`src/rtl/obstacle_scheduler.sv`:
```
// -----------------------------------------------------------------------------
// obstacle_scheduler
//
// Owns the obstacle slot pool for the running level. It paces spawns with a
// cooldown counter, allocates the lowest free slot, picks a lane (1..3) from
// the LFSR value, steps every busy slot left on move_tick, and retires slots
// at the left edge. Every RAMP_EVERY retirements the scroll step grows by one,
// up to MAX_STEP.
//
// Configuration macro:
//   OBSTACLE_LANE_GUARD_EN - when defined, two consecutive allocations never
//                            share a lane (a previous-lane register is built).
//
// Ports:
//   CLK         in   system clock
//   RESET       in   asynchronous, active-high reset
//   game_run    in   level is in a running state
//   restart     in   1-cycle pulse: clear pool, speed and cooldown
//   hit         in   collision detected; freezes the scheduler until restart
//   spawn_tick  in   1-cycle pacing pulse (cooldown unit)
//   move_tick   in   1-cycle movement pulse
//   rand_val    in   13-bit LFSR value, sampled on allocation. Carries the
//                    LFSR "rand" signal; renamed because rand is a reserved
//                    word in SystemVerilog.
//   busy        out  per-slot active flag
//   slot_x      out  slot i X at [i*CORDW +: CORDW]
//   slot_loc    out  slot i lane at [2i +: 2], 0 when idle
//   spawn_pls   out  1-cycle pulse on each allocation
//   step        out  current pixels moved per move_tick
//   state_dbg   out  FSM state (0 IDLE, 1 RUN, 2 FROZEN)
//
// Handshake: there is no valid/ready flow here; every input is a level or a
// single-cycle pulse sampled on the rising CLK edge, and every output is
// registered, so an effect is visible one cycle after its trigger is sampled.
// -----------------------------------------------------------------------------
module obstacle_scheduler #(
    parameter int NSLOT      = 3,
    parameter int CORDW      = 10,
    parameter int SPAWN_X    = 700,
    parameter int RETIRE_X   = 80,
    parameter int COOLDOWN   = 18,
    parameter int RAMP_EVERY = 8,
    parameter int MAX_STEP   = 4
) (
    input  logic                   CLK,
    input  logic                   RESET,
    input  logic                   game_run,
    input  logic                   restart,
    input  logic                   hit,
    input  logic                   spawn_tick,
    input  logic                   move_tick,
    input  logic [12:0]            rand_val,
    output logic [NSLOT-1:0]       busy,
    output logic [NSLOT*CORDW-1:0] slot_x,
    output logic [2*NSLOT-1:0]     slot_loc,
    output logic                   spawn_pls,
    output logic [2:0]             step,
    output logic [1:0]             state_dbg
);

    localparam int CDW = $clog2(COOLDOWN + 1);
    localparam int RCW = $clog2(RAMP_EVERY + NSLOT + 1);

    localparam logic [CDW-1:0]   CD_FULL  = CDW'(COOLDOWN);
    localparam logic [CORDW-1:0] X_SPAWN  = CORDW'(SPAWN_X);
    localparam logic [CORDW:0]   X_RETIRE = (CORDW + 1)'(RETIRE_X);
    localparam logic [RCW-1:0]   RC_WRAP  = RCW'(RAMP_EVERY);
    localparam logic [2:0]       STEP_MAX = 3'(MAX_STEP);

    typedef enum logic [1:0] {
        S_IDLE   = 2'd0,
        S_RUN    = 2'd1,
        S_FROZEN = 2'd2
    } state_t;

    state_t state, state_nxt;
    logic   act;

    logic [CDW-1:0]         cd, cd_nxt;
    logic [RCW-1:0]         rc, rc_nxt;
    logic [RCW-1:0]         nret;
    logic [RCW-1:0]         rc_sum;
    logic [NSLOT-1:0]       busy_nxt;
    logic [NSLOT*CORDW-1:0] x_nxt;
    logic [2*NSLOT-1:0]     loc_nxt;
    logic                   pls_nxt;
    logic [2:0]             step_nxt;

    logic [NSLOT-1:0] alloc_oh;
    logic             do_alloc;
    logic [1:0]       lane_raw;
    logic [1:0]       lane_sel;

    // ---------------------------------------------------------------- FSM
    always_ff @(posedge CLK or posedge RESET) begin
        if (RESET) begin
            state <= S_IDLE;
        end else if (restart) begin
            state <= S_IDLE;
        end else begin
            state <= state_nxt;
        end
    end

    always_comb begin
        state_nxt = state;
        case (state)
            S_IDLE:   if (game_run) state_nxt = S_RUN;
            S_RUN: begin
                if (hit)            state_nxt = S_FROZEN;
                else if (!game_run) state_nxt = S_IDLE;
            end
            S_FROZEN: state_nxt = S_FROZEN;
            default:  state_nxt = S_IDLE;
        endcase
    end

    // The scheduler only acts in RUN, and not in a cycle that is leaving RUN
    // (hit or game_run dropping), so a hit freezes X on the very cycle it
    // arrives.
    always_comb begin
        act       = (state == S_RUN) && game_run && !hit;
        state_dbg = state;
    end

    // ---------------------------------------------------------------- lane
    assign lane_raw = 2'(rand_val % 13'd3) + 2'd1;

`ifdef OBSTACLE_LANE_GUARD_EN
    logic [1:0] prev_lane;

    always_ff @(posedge CLK or posedge RESET) begin
        if (RESET) begin
            prev_lane <= 2'd0;
        end else if (restart) begin
            prev_lane <= 2'd0;
        end else if (do_alloc) begin
            prev_lane <= lane_sel;
        end
    end

    // Rotate to the next lane when the draw repeats the last one.
    assign lane_sel = (lane_raw == prev_lane) ? ((prev_lane == 2'd3) ? 2'd1 : prev_lane + 2'd1)
                                              : lane_raw;
`else
    assign lane_sel = lane_raw;
`endif

    // ---------------------------------------------------------------- pool
    // Lowest free slot as one-hot: ~busy & (busy + 1). Uses registered busy,
    // so a slot retiring this cycle is not reallocated until the next one.
    assign alloc_oh = ~busy & (busy + NSLOT'(1));
    assign do_alloc = act && (cd == CD_FULL) && (|(~busy));

    always_comb begin
        busy_nxt = busy;
        x_nxt    = slot_x;
        loc_nxt  = slot_loc;
        cd_nxt   = cd;
        rc_nxt   = rc;
        step_nxt = step;
        pls_nxt  = 1'b0;
        nret     = '0;
        rc_sum   = '0;

        if (act) begin
            // Allocation wins over a concurrent spawn_tick: cooldown lands on 0.
            if (do_alloc) begin
                cd_nxt  = '0;
                pls_nxt = 1'b1;
            end else if (spawn_tick && (cd != CD_FULL)) begin
                cd_nxt = cd + CDW'(1);
            end

            for (int i = 0; i < NSLOT; i++) begin
                if (do_alloc && alloc_oh[i]) begin
                    // Slot was idle at cycle start, so it is never moved here.
                    busy_nxt[i]             = 1'b1;
                    x_nxt[i*CORDW +: CORDW] = X_SPAWN;
                    loc_nxt[2*i +: 2]       = lane_sel;
                end else if (move_tick && busy[i]) begin
                    if ({1'b0, slot_x[i*CORDW +: CORDW]} >= X_RETIRE + {{(CORDW - 2){1'b0}}, step}) begin
                        x_nxt[i*CORDW +: CORDW] = slot_x[i*CORDW +: CORDW] - {{(CORDW - 3){1'b0}}, step};
                    end else begin
                        busy_nxt[i]             = 1'b0;
                        x_nxt[i*CORDW +: CORDW] = X_SPAWN;
                        loc_nxt[2*i +: 2]       = 2'd0;
                        nret                    = nret + RCW'(1);
                    end
                end
            end

            // Several slots may retire together; carry the excess past the
            // ramp boundary instead of dropping it.
            rc_sum = rc + nret;
            if (rc_sum >= RC_WRAP) begin
                rc_nxt = rc_sum - RC_WRAP;
                if (step < STEP_MAX) step_nxt = step + 3'd1;
            end else begin
                rc_nxt = rc_sum;
            end
        end
    end

    always_ff @(posedge CLK or posedge RESET) begin
        if (RESET) begin
            busy      <= '0;
            slot_x    <= {NSLOT{X_SPAWN}};
            slot_loc  <= '0;
            spawn_pls <= 1'b0;
            step      <= 3'd1;
            cd        <= '0;
            rc        <= '0;
        end else if (restart) begin
            busy      <= '0;
            slot_x    <= {NSLOT{X_SPAWN}};
            slot_loc  <= '0;
            spawn_pls <= 1'b0;
            step      <= 3'd1;
            cd        <= '0;
            rc        <= '0;
        end else begin
            busy      <= busy_nxt;
            slot_x    <= x_nxt;
            slot_loc  <= loc_nxt;
            spawn_pls <= pls_nxt;
            step      <= step_nxt;
            cd        <= cd_nxt;
            rc        <= rc_nxt;
        end
    end

endmodule

```
`config.mk`:
```
export PLATFORM = sky130hd
export DESIGN_NAME = obstacle_scheduler
export DESIGN_NICKNAME = d
export VERILOG_FILES = /design/src/rtl/obstacle_scheduler.sv
export SDC_FILE = /design/constraint.sdc
export NUM_CORES = 1
export LEC_CHECK = 0
export BUFFER_PORTS_ARGS = -buffer_cell sky130_fd_sc_hd__clkbuf_2
export CAP_MARGIN = 10
export CORE_MARGIN = 2
export CORE_UTILIZATION = 40
export CTS_CLUSTER_SIZE = 12
export DETAILED_ROUTE_END_ITERATION = 16
export REMOVE_ABC_BUFFERS = 1
export SLEW_MARGIN = 20
export SYNTH_ARGS = -nofsm -noshare
export SYNTH_HDL_FRONTEND = slang
export SYNTH_SLANG_ARGS = --single-unit
```
`constraint.sdc`:
```
create_clock -name CLK -period 4.6 [get_ports CLK]
set_clock_uncertainty 0.05 [all_clocks]
set_input_delay 0.23 -clock CLK [delete_from_list [all_inputs] [get_ports CLK]]
set_output_delay 0.23 -clock CLK [all_outputs]
set_load 0.05 [all_outputs]
```
==> results of run 1 <==
-- power by group through the flow --
stage          Combinational [mW]  Clock [mW]  Sequential [mW]
2_1_floorplan               0.256           0            0.723
3_3_place_gp                0.500           0            0.597
3_5_place_dp                0.507           0            0.598
4_1_cts                     0.508       0.289            0.590
5_1_grt                     0.554       0.308            0.599
6_report                    0.503       0.280            0.589
-- worst paths after layout --
path / from / endpoint / slack (ps)
max: step[0] / step[1] / 390
min: RESET / slot_x[28] / 30
max reg2reg: step[0] / step[1] / 390
min reg2reg: slot_x[29] / slot_x[29] / 440
max in group asynchronous: RESET / slot_x[18] / 4030
min in group CLK: game_run / state_dbg[0] / 100
-- placed cells by master, fill, tap and decap left out, drive strengths merged, types with 8 or more instances in the layout --
| cell type | netlist | routed |
|---|---|---|
| o21ai | 18 | 18 |
| a21o | 9 | 9 |
| xnor2 | 11 | 11 |
| a21oi | 16 | 16 |
| mux2i | 8 | 8 |
| nand2 | 49 | 49 |
| xor2 | 20 | 20 |
| nand3 | 9 | 9 |
| dfrtp | 35 | 35 |
| nor3 | 17 | 17 |
| clkbuf | 12 | 70 |
| ha | 19 | 19 |
| nor2 | 45 | 45 |
| buf | 7 | 9 |
| and2 | 8 | 8 |
| inv | 20 | 20 |
| nor3b | 12 | 12 |
| dfstp | 19 | 19 |
-- metal layers --
layer  vias to the layer above  global-route usage
met5                         -                   0
met4                         0             0.04344
met3                         8             0.02517
met2                        70              0.2772
met1                      1590              0.2288
li1                       1724                   -
-- flip-flops by register name (all words and copies together) (netlist names) --
name,flops
state_dbg,2
step,3
busy,3
rc,4
slot_loc,6
slot_x,30
cd,5
spawn_pls,1
-- what timing repair did --
item,CTS,global route
gates resized for setup,0,2
setup endpoints to repair,0,2
buffers inserted,0,5
-- worst min-delay path: cells and delay by family --
family	cells	cell delay (ps)
buffers and inverters	3	670
-- logic make-up after synthesis --
group	after synthesis
adder cells (fa/ha/maj)	23
AO/OA/AOI/OAI	99
flip-flops	54
buffers and inverters	39
multiplexers	9
XOR/XNOR	31
AND/OR/NAND/NOR	192
-- area by class of cell --
class	count	area share
multi-input combinational	354	0.5386
sequential	54	0.3022
timing repair buffer	73	0.08524
tap	133	0.03657
clock buffer	6	0.01815
inverter	20	0.01650
clock inverter	2	0.002750
-- metrics by stage --
step / hold slack [ps] / setup WS, ps / TNS (ps) / area (µm²) / power [mW]
2_1_floorplan: 245.5 / 70.09 / 0 / 3890 / 0.9793
3_3_place_gp: 391.1 / 403.4 / 0 / 4413 / 1.098
4_1_cts: 60.68 / 328.8 / 0 / 4508 / 1.388
5_1_grt: 92.40 / -1.123 / -1.123 / 4551 / 1.461
6_report: 33.48 / 387.2 / 0 / 4551 / 1.372
3_5_place_dp: 403.1 / 341.9 / 0 / 4413 / 1.105
==> qor.yml, run 1 <==
final_layout:
  regArea_um2: 1375
  final_cells: 642
  post-route-util: 0.4677
  diodes: 0
  fin_nets: 551
  final_layout_size_suffix_gt1_frac: 0.2436
  fillCellCount: 980
  area_growth_pct: 14.23
  multi_input_area_um2: 2451
pwr:
  cellInternalPower_mw: 0.8300
  p_seq_frac: 0.429
  swShare: 0.3951
  power.density_nw_per_um2: 301.5
  ir_worst_vdd_mv: 0.1456
  power_switching_mw: 0.5422
  p_leak_nw: 2.036
  p_comb_frac: 0.366
  p_clk_frac: 0.204
sta:
  worst_slew_pin_slew_ps: 952.7
  fin_crit_ps: 4213
  fmaxAchievable_mhz: 237.4
  setup_viol: 0
  maxSlewViolCount: 0
  finalHoldViolCount: 0
  post-route-period-util: 0.9158
  relSlewSlack: 0.3485
route:
  wl_met3_um: 282
  first_pass_iters: 4
  drc_errors: 0
  avgViaCountPerCell: 5.283
  drtIter0Drc: 131
  wl_met2_um: 4092
  wl_met1_um: 4120
  top_layer: "met4"
  wl_per_cell_um: 13.39
  vias: 3392
  routed_wl_um: 8594
  ant_nets: 0
worst_setup_path:
  cp-start-kind: "register"
  crit_type: "reg -> reg"
  cp_max_fo: 6
  path_depth: 22
  cp-end-kind: "register"
  worstPathRequired_ps: 4740
  cp_cell_sequence: "ha_1, inv_1, a21o_1, a21o_1, a311o_1, a21oi_1, o21ai_0, inv_1, ha_1, nand2_1, o21ai_0, and2_1, ha_1, nor3b_2, a21o_1, ha_1, a21o_1, a21oi_1, xnor2_1, nand3_1, mux2i_1, nor2_1"
  critPathArrivalTime_ps: 4350
  worst-path-buf-inv: 2
  critPathTopFamily: "compound AO/OA/AOI/OAI gates"
  critPathSlowestCell: "dfstp_2"
  critical-path-max-stage-delay_ps: 620
  rr_worst_depth: 22
floorplan:
  dieArea_um2: 10770
  fp-row-count: 36
  start_util: 0.4095
  core_region_area_um2: 9729
  die_x_um: 103.8
  boundaryPins: 65
  die_height_um: 103.8
synthesis:
  synth-simple-area-share: 0.2579
  synthArstFlopShare: 1.000
  ys_top_cells_by_count: "nand2_1, nor2_1, dfrtp_1, inv_1, xor2_1"
  yosys.area.top_type: "dfrtp_1"
  synth.most_common_cell: "nand2_1"
  synth-edff-count: 0
  synth_fa_ha_area_frac: 0.07977
  synth_top_family_by_area: "simple AND/OR/NAND/NOR gates"
  synth_area_leaders: "dfrtp_1, dfstp_2, ha_1"
  yosys_warnings: 0
  yosysUniqueCellTypes: 73
  synth_compound_gate_area_share: 0.1828
  synth_top_area_frac: 0.2198
  synth_area_um2: 3984
  synth.area.mux_share: 0.02387
  ys_ff_latch: 54
  synthXorXnorAreaFrac: 0.06815
  ys_seq_area_frac: 0.3452
  synthCells: 447
  syn_area_per_cell_um2: 8.912
  synth-main-ff-cell: "dfrtp_1"
placed_design:
  dpl.cell_count: 629
  numPortBuffers: 64
  place_congestion: 0.8549
  hpwl_um: 6469
global_routing:
  first_global_vias: 3345
  grt_max_degree: 55
  grt_first_pass_wirelength_um: 15360
  overflow: 0
  track_usage: 0.1669
  antenna_found_initial: 0
clock_network:
  clock_latency_ps: 310
  holdBufCountCts: 0
  clkTransAtPathRegs_ps: 100
  cts-root-buf: "clkbuf_8"
  clk_path_buf_depth: 2
  h-tree-depth: 2
  numCtsBuffers: 5
  cts_tree: "built"
  cts_num_sinks: 54
worst_hold_path:
  hold_path.class: "in -> async"
job:
  cap_violations: 0
status:
  outcome: "finished, final reports clean"
Power figures use the tool's default switching activity.
==> inputs of run 2 (changes only) <==
Settings changed: RECOVER_POWER from default to 25.
==> run 2 against run 1 <==
The flow now finishes with violations (max-capacitance violations, max-slew violations); die area did not move; sequential power hardly changed; first-iteration DRC count decreased by 0.76%; critical endpoint unchanged.
==> qor.yml, run 2 (same netlist as run 1, synthesis figures left out) <==
final_layout:
  largest_reg_flops: 30  # unchanged
  reg.largest.list: "slot_x x30, slot_loc x6, cd x5"
  multi_input_area_um2: 2451  # unchanged
  design_area_um2: 4547  # about the same
  post-route-util: 0.4673  # about the same
  largest_register: "slot_x"
  area_growth_pct: 14.13  # about the same
  fillCellCount: 982  # +0.20%
  diodes: 0  # unchanged
  final_layout_size_suffix_gt1_frac: 0.2397  # -0.003929
  fin_nets: 551  # unchanged
  regArea_um2: 1375  # unchanged
  final_common_cell: "clkbuf_2"
  layout_common_cells: "clkbuf_2, nand2_1, nor2_1"
worst_hold_path:
  holdPathStages: 2
  hold_path.class: "in -> reg"
route:
  wl_per_cell_um: 13.39  # about the same
  first_pass_iters: 4  # unchanged
  ant_nets: 0  # unchanged
  routed_wl_um: 8599  # about the same
  vias: 3395  # +0.088%
  drtIter0Drc: 130  # -0.76%
  avgViaCountPerCell: 5.288  # about the same
  drc_errors: 0  # unchanged
floorplan:
  boundaryPins: 65  # unchanged
  dieArea_um2: 10770  # unchanged
  die_x_um: 103.8  # unchanged
  start_util: 0.4095  # unchanged
  die_height_um: 103.8  # unchanged
  fp-row-count: 36  # unchanged
  core_region_area_um2: 9729  # unchanged
global_routing:
  grt_util_met3: 0.02517  # unchanged
  grt_max_degree: 55  # unchanged
  met2_usage: 0.2772  # unchanged
  grt_first_pass_wirelength_um: 15360  # unchanged
  first_global_vias: 3345  # unchanged
  top_usage_layer: "met2"
  grt.met1_usage: 0.2288  # unchanged
  track_usage: 0.1669  # unchanged
  overflow: 0  # unchanged
  antenna_found_initial: 0  # unchanged
worst_setup_path:
  cp_max_fo: 6  # unchanged
  crit_type: "reg -> reg"
  critPathArrivalTime_ps: 4350  # about the same
  cp_cell_sequence: "ha_1, inv_1, a21o_1, a21o_1, a311o_1, a21oi_1, o21ai_0, inv_1, ha_1, nand2_1, o21ai_0, and2_1, ha_1, nor3b_2, a21o_1, ha_1, a21o_1, a21oi_1, xnor2_1, nand3_1, mux2i_1, nor2_1"
  rr_worst_depth: 22  # unchanged
  cp-end-kind: "register"
  worstPathRequired_ps: 4740  # about the same
  cp-start-kind: "register"
  critPathSlowestCell: "dfstp_2"
  critical-path-max-stage-delay_ps: 620  # about the same
sta:
  fin_tns_setup_ps: 0  # unchanged
  relSlewSlack: -0.9061  # -1.255
  fin_crit_ps: 4213  # +0.04800 ps
  finalHoldViolCount: 0  # unchanged
  fmaxAchievable_mhz: 237.4  # about the same
  worst_slew_pin_slew_ps: 2859  # +1906 ps
  setup_viol: 0  # unchanged
  maxSlewViolCount: 55  # +55
  post-route-period-util: 0.9158  # about the same
job:
  cap_violations: 1  # +1
pwr:
  p_leak_nw: 2.034  # -0.13%
  finalPower_mw: 1.372  # about the same
  power.density_nw_per_um2: 301.7  # about the same
  ir_worst_vdd_mv: 0.1456  # about the same
clock_network:
  cts-root-buf: "clkbuf_8"
  cts_tree: "built"
  cts_num_sinks: 54  # unchanged
  numCtsBuffers: 5  # unchanged
  clk_path_buf_depth: 2  # unchanged
  h-tree-depth: 2  # unchanged
  holdBufCountCts: 0  # unchanged
  clock_latency_ps: 310  # about the same
  clkTransAtPathRegs_ps: 100  # about the same
placed_design:
  place_congestion: 0.8549  # unchanged
  numPortBuffers: 64  # unchanged
  place_area_um2: 4413  # unchanged
  hpwl_um: 6469  # unchanged
status:
  outcome: "complete, but fails checks"
  violations: "max-capacitance violations, max-slew violations"
==> run 2: routing by layer <==
metal / part of all wire / wire length, µm / up-vias
li1: - / - / 1723
met1: 0.48 / 4120 / 1596
met2: 0.48 / 4093 / 68
met3: 0.033 / 286 / 8
met4: 0.012 / 99 / 0
met5: 0 / 0 / -
==> run 2: path summary, 6_finish.rpt <==
path,slack [ps],end,from
max,390,step[1],step[0]
max reg2reg,390,step[1],step[0]
min,100,state_dbg[0],game_run
max in group asynchronous,1970,slot_x[18],RESET
min reg2reg,440,slot_x[29],slot_x[29]
min in group asynchronous,930,slot_x[28],RESET
==> run 2: area by class of cell <==
type                            count  share of cell area
Tap cell                          133             0.03660
Clock inverter                      2            0.002752
Timing Repair Buffer               73             0.08448
Multi-Input combinational cell    354              0.5391
Sequential cell                    54              0.3024
Clock buffer                        6             0.01816
Inverter                           20             0.01651
==> run 2: stage by stage <==
stage	hold slack (ps)	instances	setup WS, ps
CTS	60.68	637	328.8
floorplan	245.5	428	70.09
detailed placement	403.1	629	341.9
finish	101.1	642	387.2
global route	95.45	642	-1.123
global placement	391.1	629	403.4
==> run 2: critical path: cells and delay by family, from the launching register on <==
kind            cells  cell delay [ps]
xor+xnor            1              170
fa+ha+maj           4              930
mux                 1              170
simple gates        5              620
compound gates      9             1400
flops               1              620
buf+inv             2              150
==> run 2: repair_timing <==
action,in CTS,in global routing
endpoints found under the hold margin,0,0
gates resized for setup,0,2
endpoints found under the setup margin,0,2
setup buffers,0,5
==> run 2: where the power goes <==
part / internal (mW) / total (mW) / leakage, nW / switching [mW]
Clock: 0.121 / 0.280 / 0.0472 / 0.159
Sequential: 0.535 / 0.589 / 0.679 / 0.0544
Combinational: 0.173 / 0.502 / 1.31 / 0.329
==> inputs of run 3 (changes only) <==
Settings changed: PLACE_DENSITY from default to 0.7.
==> run 3 against run 2 <==
The run still ends with max-capacitance violations, max-slew violations left; highest routed layer unchanged; critical endpoint unchanged; fmax is 0.98% lower; critical path type unchanged; worst hold slack worse by 1.3 ps; total power is 4.2% higher.
==> qor.yml, run 3 (same netlist as run 1, synthesis figures left out) <==
pwr:
  p_leak_nw: 2.029  # -0.21%
  ir_worst_vdd_mv: 0.1685  # +16%
  finalPower_mw: 1.430  # +4.2%
  power.density_nw_per_um2: 315.0  # +4.4%
final_layout:
  final_cells: 639  # -0.47%
  multi_input_area_um2: 2446  # -0.20%
  final_common_cell: "clkbuf_2"
  fin_nets: 548  # -0.54%
  reg.largest.list: "slot_x x30, slot_loc x6, cd x5"
  diodes: 0  # unchanged
  final_layout_size_suffix_gt1_frac: 0.2372  # -0.002532
  layout_common_cells: "clkbuf_2, nand2_1, nor2_1"
  fillCellCount: 957  # -2.5%
  largest_register: "slot_x"
  largest_reg_flops: 30  # unchanged
  area_growth_pct: 13.98
  regArea_um2: 1376  # about the same
sta:
  final.setup.worst_slack_ps: 345.5  # -41.61 ps
  fmaxAchievable_mhz: 235.0  # -0.98%
  setup_viol: 0  # unchanged
  post-route-period-util: 0.9249  # +0.009045
  finalHoldViolCount: 0  # unchanged
  whs_ps: 99.78  # -1.316 ps
  maxSlewViolCount: 55  # unchanged
  relSlewSlack: -0.9045  # +0.001615
  fin_crit_ps: 4254  # +41.61 ps
  worst_slew_pin_slew_ps: 2857  # -2.423 ps
floorplan:
  dieArea_um2: 10770  # unchanged
  start_util: 0.4095  # unchanged
  fp-row-count: 36  # unchanged
  die_height_um: 103.8  # unchanged
  boundaryPins: 65  # unchanged
  core_region_area_um2: 9729  # unchanged
  die_x_um: 103.8  # unchanged
clock_network:
  clk_path_buf_depth: 2  # unchanged
  holdBufCountCts: 0  # unchanged
  numCtsBuffers: 5  # unchanged
  cts-root-buf: "clkbuf_8"
  cts_num_sinks: 54  # unchanged
  clkTransAtPathRegs_ps: 100  # about the same
  clock_latency_ps: 310  # about the same
  h-tree-depth: 2  # unchanged
  cts_tree: "built"
global_routing:
  grt_first_pass_wirelength_um: 14930  # -2.8%
  grt_max_degree: 55  # unchanged
  first_global_vias: 3250  # -2.8%
  track_usage: 0.1630  # -0.003888
  antenna_found_initial: 0  # unchanged
  overflow: 0  # unchanged
route:
  routed_wl_um: 8914  # +3.7%
  first_pass_iters: 4  # unchanged
  drc_errors: 0  # unchanged
  drtIter0Drc: 126  # -3.1%
  vias: 3498  # +3.0%
  avgViaCountPerCell: 5.474  # +3.5%
  wl_per_cell_um: 13.95  # +4.1%
  ant_nets: 0  # unchanged
placed_design:
  hpwl_um: 6649  # +2.8%
  numPortBuffers: 64  # unchanged
  dpl.cell_count: 628  # -0.16%
  preCtsSetupSlack_ps: 146.7  # -195.2 ps
  place_congestion: 0.8610  # +0.71%
status:
  outcome: "complete, but fails checks"
  violations: "max-capacitance violations, max-slew violations"
worst_setup_path:
  critPathArrivalTime_ps: 4390  # +40 ps
  cp_max_fo: 6  # unchanged
  worst-path-buf-inv: 2  # unchanged
  critical-path-max-stage-delay_ps: 450  # -170 ps
  critPathSlowestCell: "dfrtp_2"
  reg2reg_slack_ps: 350  # -40 ps
  cp-end-kind: "register"
  crit_type: "reg -> reg"
  cp_cell_sequence: "inv_4, ha_1, a21o_1, a21o_1, a311o_1, a21oi_1, o21ai_0, inv_1, ha_1, nand2_1, o21ai_0, and2_1, ha_1, nor3b_1, a21o_1, ha_1, a21o_1, a21oi_1, xnor2_1, nand3_1, mux2i_1, nor2_1"
  cp-start-kind: "register"
  critPathTopFamily: "compound AO/OA/AOI/OAI gates"
  worstPathRequired_ps: 4740  # about the same
job:
  cap_violations: 1  # unchanged
worst_hold_path:
  hold_path.class: "in -> reg"
[run 3: cell count changes in the layout (fill, tap and decap cells not counted), sizes merged]
cell	change
bufinv	+1
clkinv	+1
clkinvlp	-1
clkbuf	-1
buf	-3
[run 3: timing repair]
action                     4_1_cts  5_1_grt
hold endpoints to repair         0        0
buffers inserted                 0        3
gates resized for setup          0        3
setup endpoints to repair        0        2
[run 3: layer usage]
layer  GRT usage  routed length [µm]
met4     0.05502                 178
met3     0.02769                 287
met2      0.2725                4269
met5           0                   0
met1      0.2148                4179
[run 3: per-stage QoR]
step | TNS [ps] | utilization | cell area [µm²]
floorplan | 0 | - | 3890
global placement | 0 | 0.4528 | 4405
detailed placement | 0 | 0.4528 | 4405
CTS | 0 | 0.4644 | 4518
global route | -18.86 | 0.4667 | 4541
finish | 0 | 0.4667 | 4541
[run 3: worst register-to-register path, stage by stage, from the launching register on]
cell and delay (ps):
dfrtp_2 450, inv_4 110, ha_1 260, a21o_1 190, a21o_1 190, a311o_1 310, a21oi_1 130, o21ai_0 90
inv_1 90, ha_1 230, nand2_1 60, o21ai_0 70, and2_1 180, ha_1 260, nor3b_1 130, a21o_1 170
ha_1 270, a21o_1 150, a21oi_1 170, xnor2_1 170, nand3_1 170, mux2i_1 180, nor2_1 60
[run 3: path summary, 6_finish.rpt]
kind                                 to        from  cells after the start
setup / recovery                step[1]     step[1]                     22
hold / removal             state_dbg[0]    game_run                      2
setup reg to reg                step[1]     step[1]                     22
hold reg to reg              slot_x[19]  slot_x[19]                      2
max in group asynchronous       step[1]       RESET                      3
min in group asynchronous    slot_x[26]       RESET                      3
[run 3: final cells by class]
type | count | area share
multi-input combinational | 354 | 0.5387
clock buffer | 5 | 0.01516
timing repair buffer | 70 | 0.07964
sequential | 54 | 0.3031
inverter | 20 | 0.01708
clock inverter | 3 | 0.009645
tap | 133 | 0.03665
[run 3: report_power, final]
group	total (mW)	leakage [nW]	internal, mW	switching [mW]
Sequential	0.591	0.677	0.535	0.0563
Combinational	0.514	1.29	0.175	0.339
Clock	0.325	0.0585	0.163	0.162
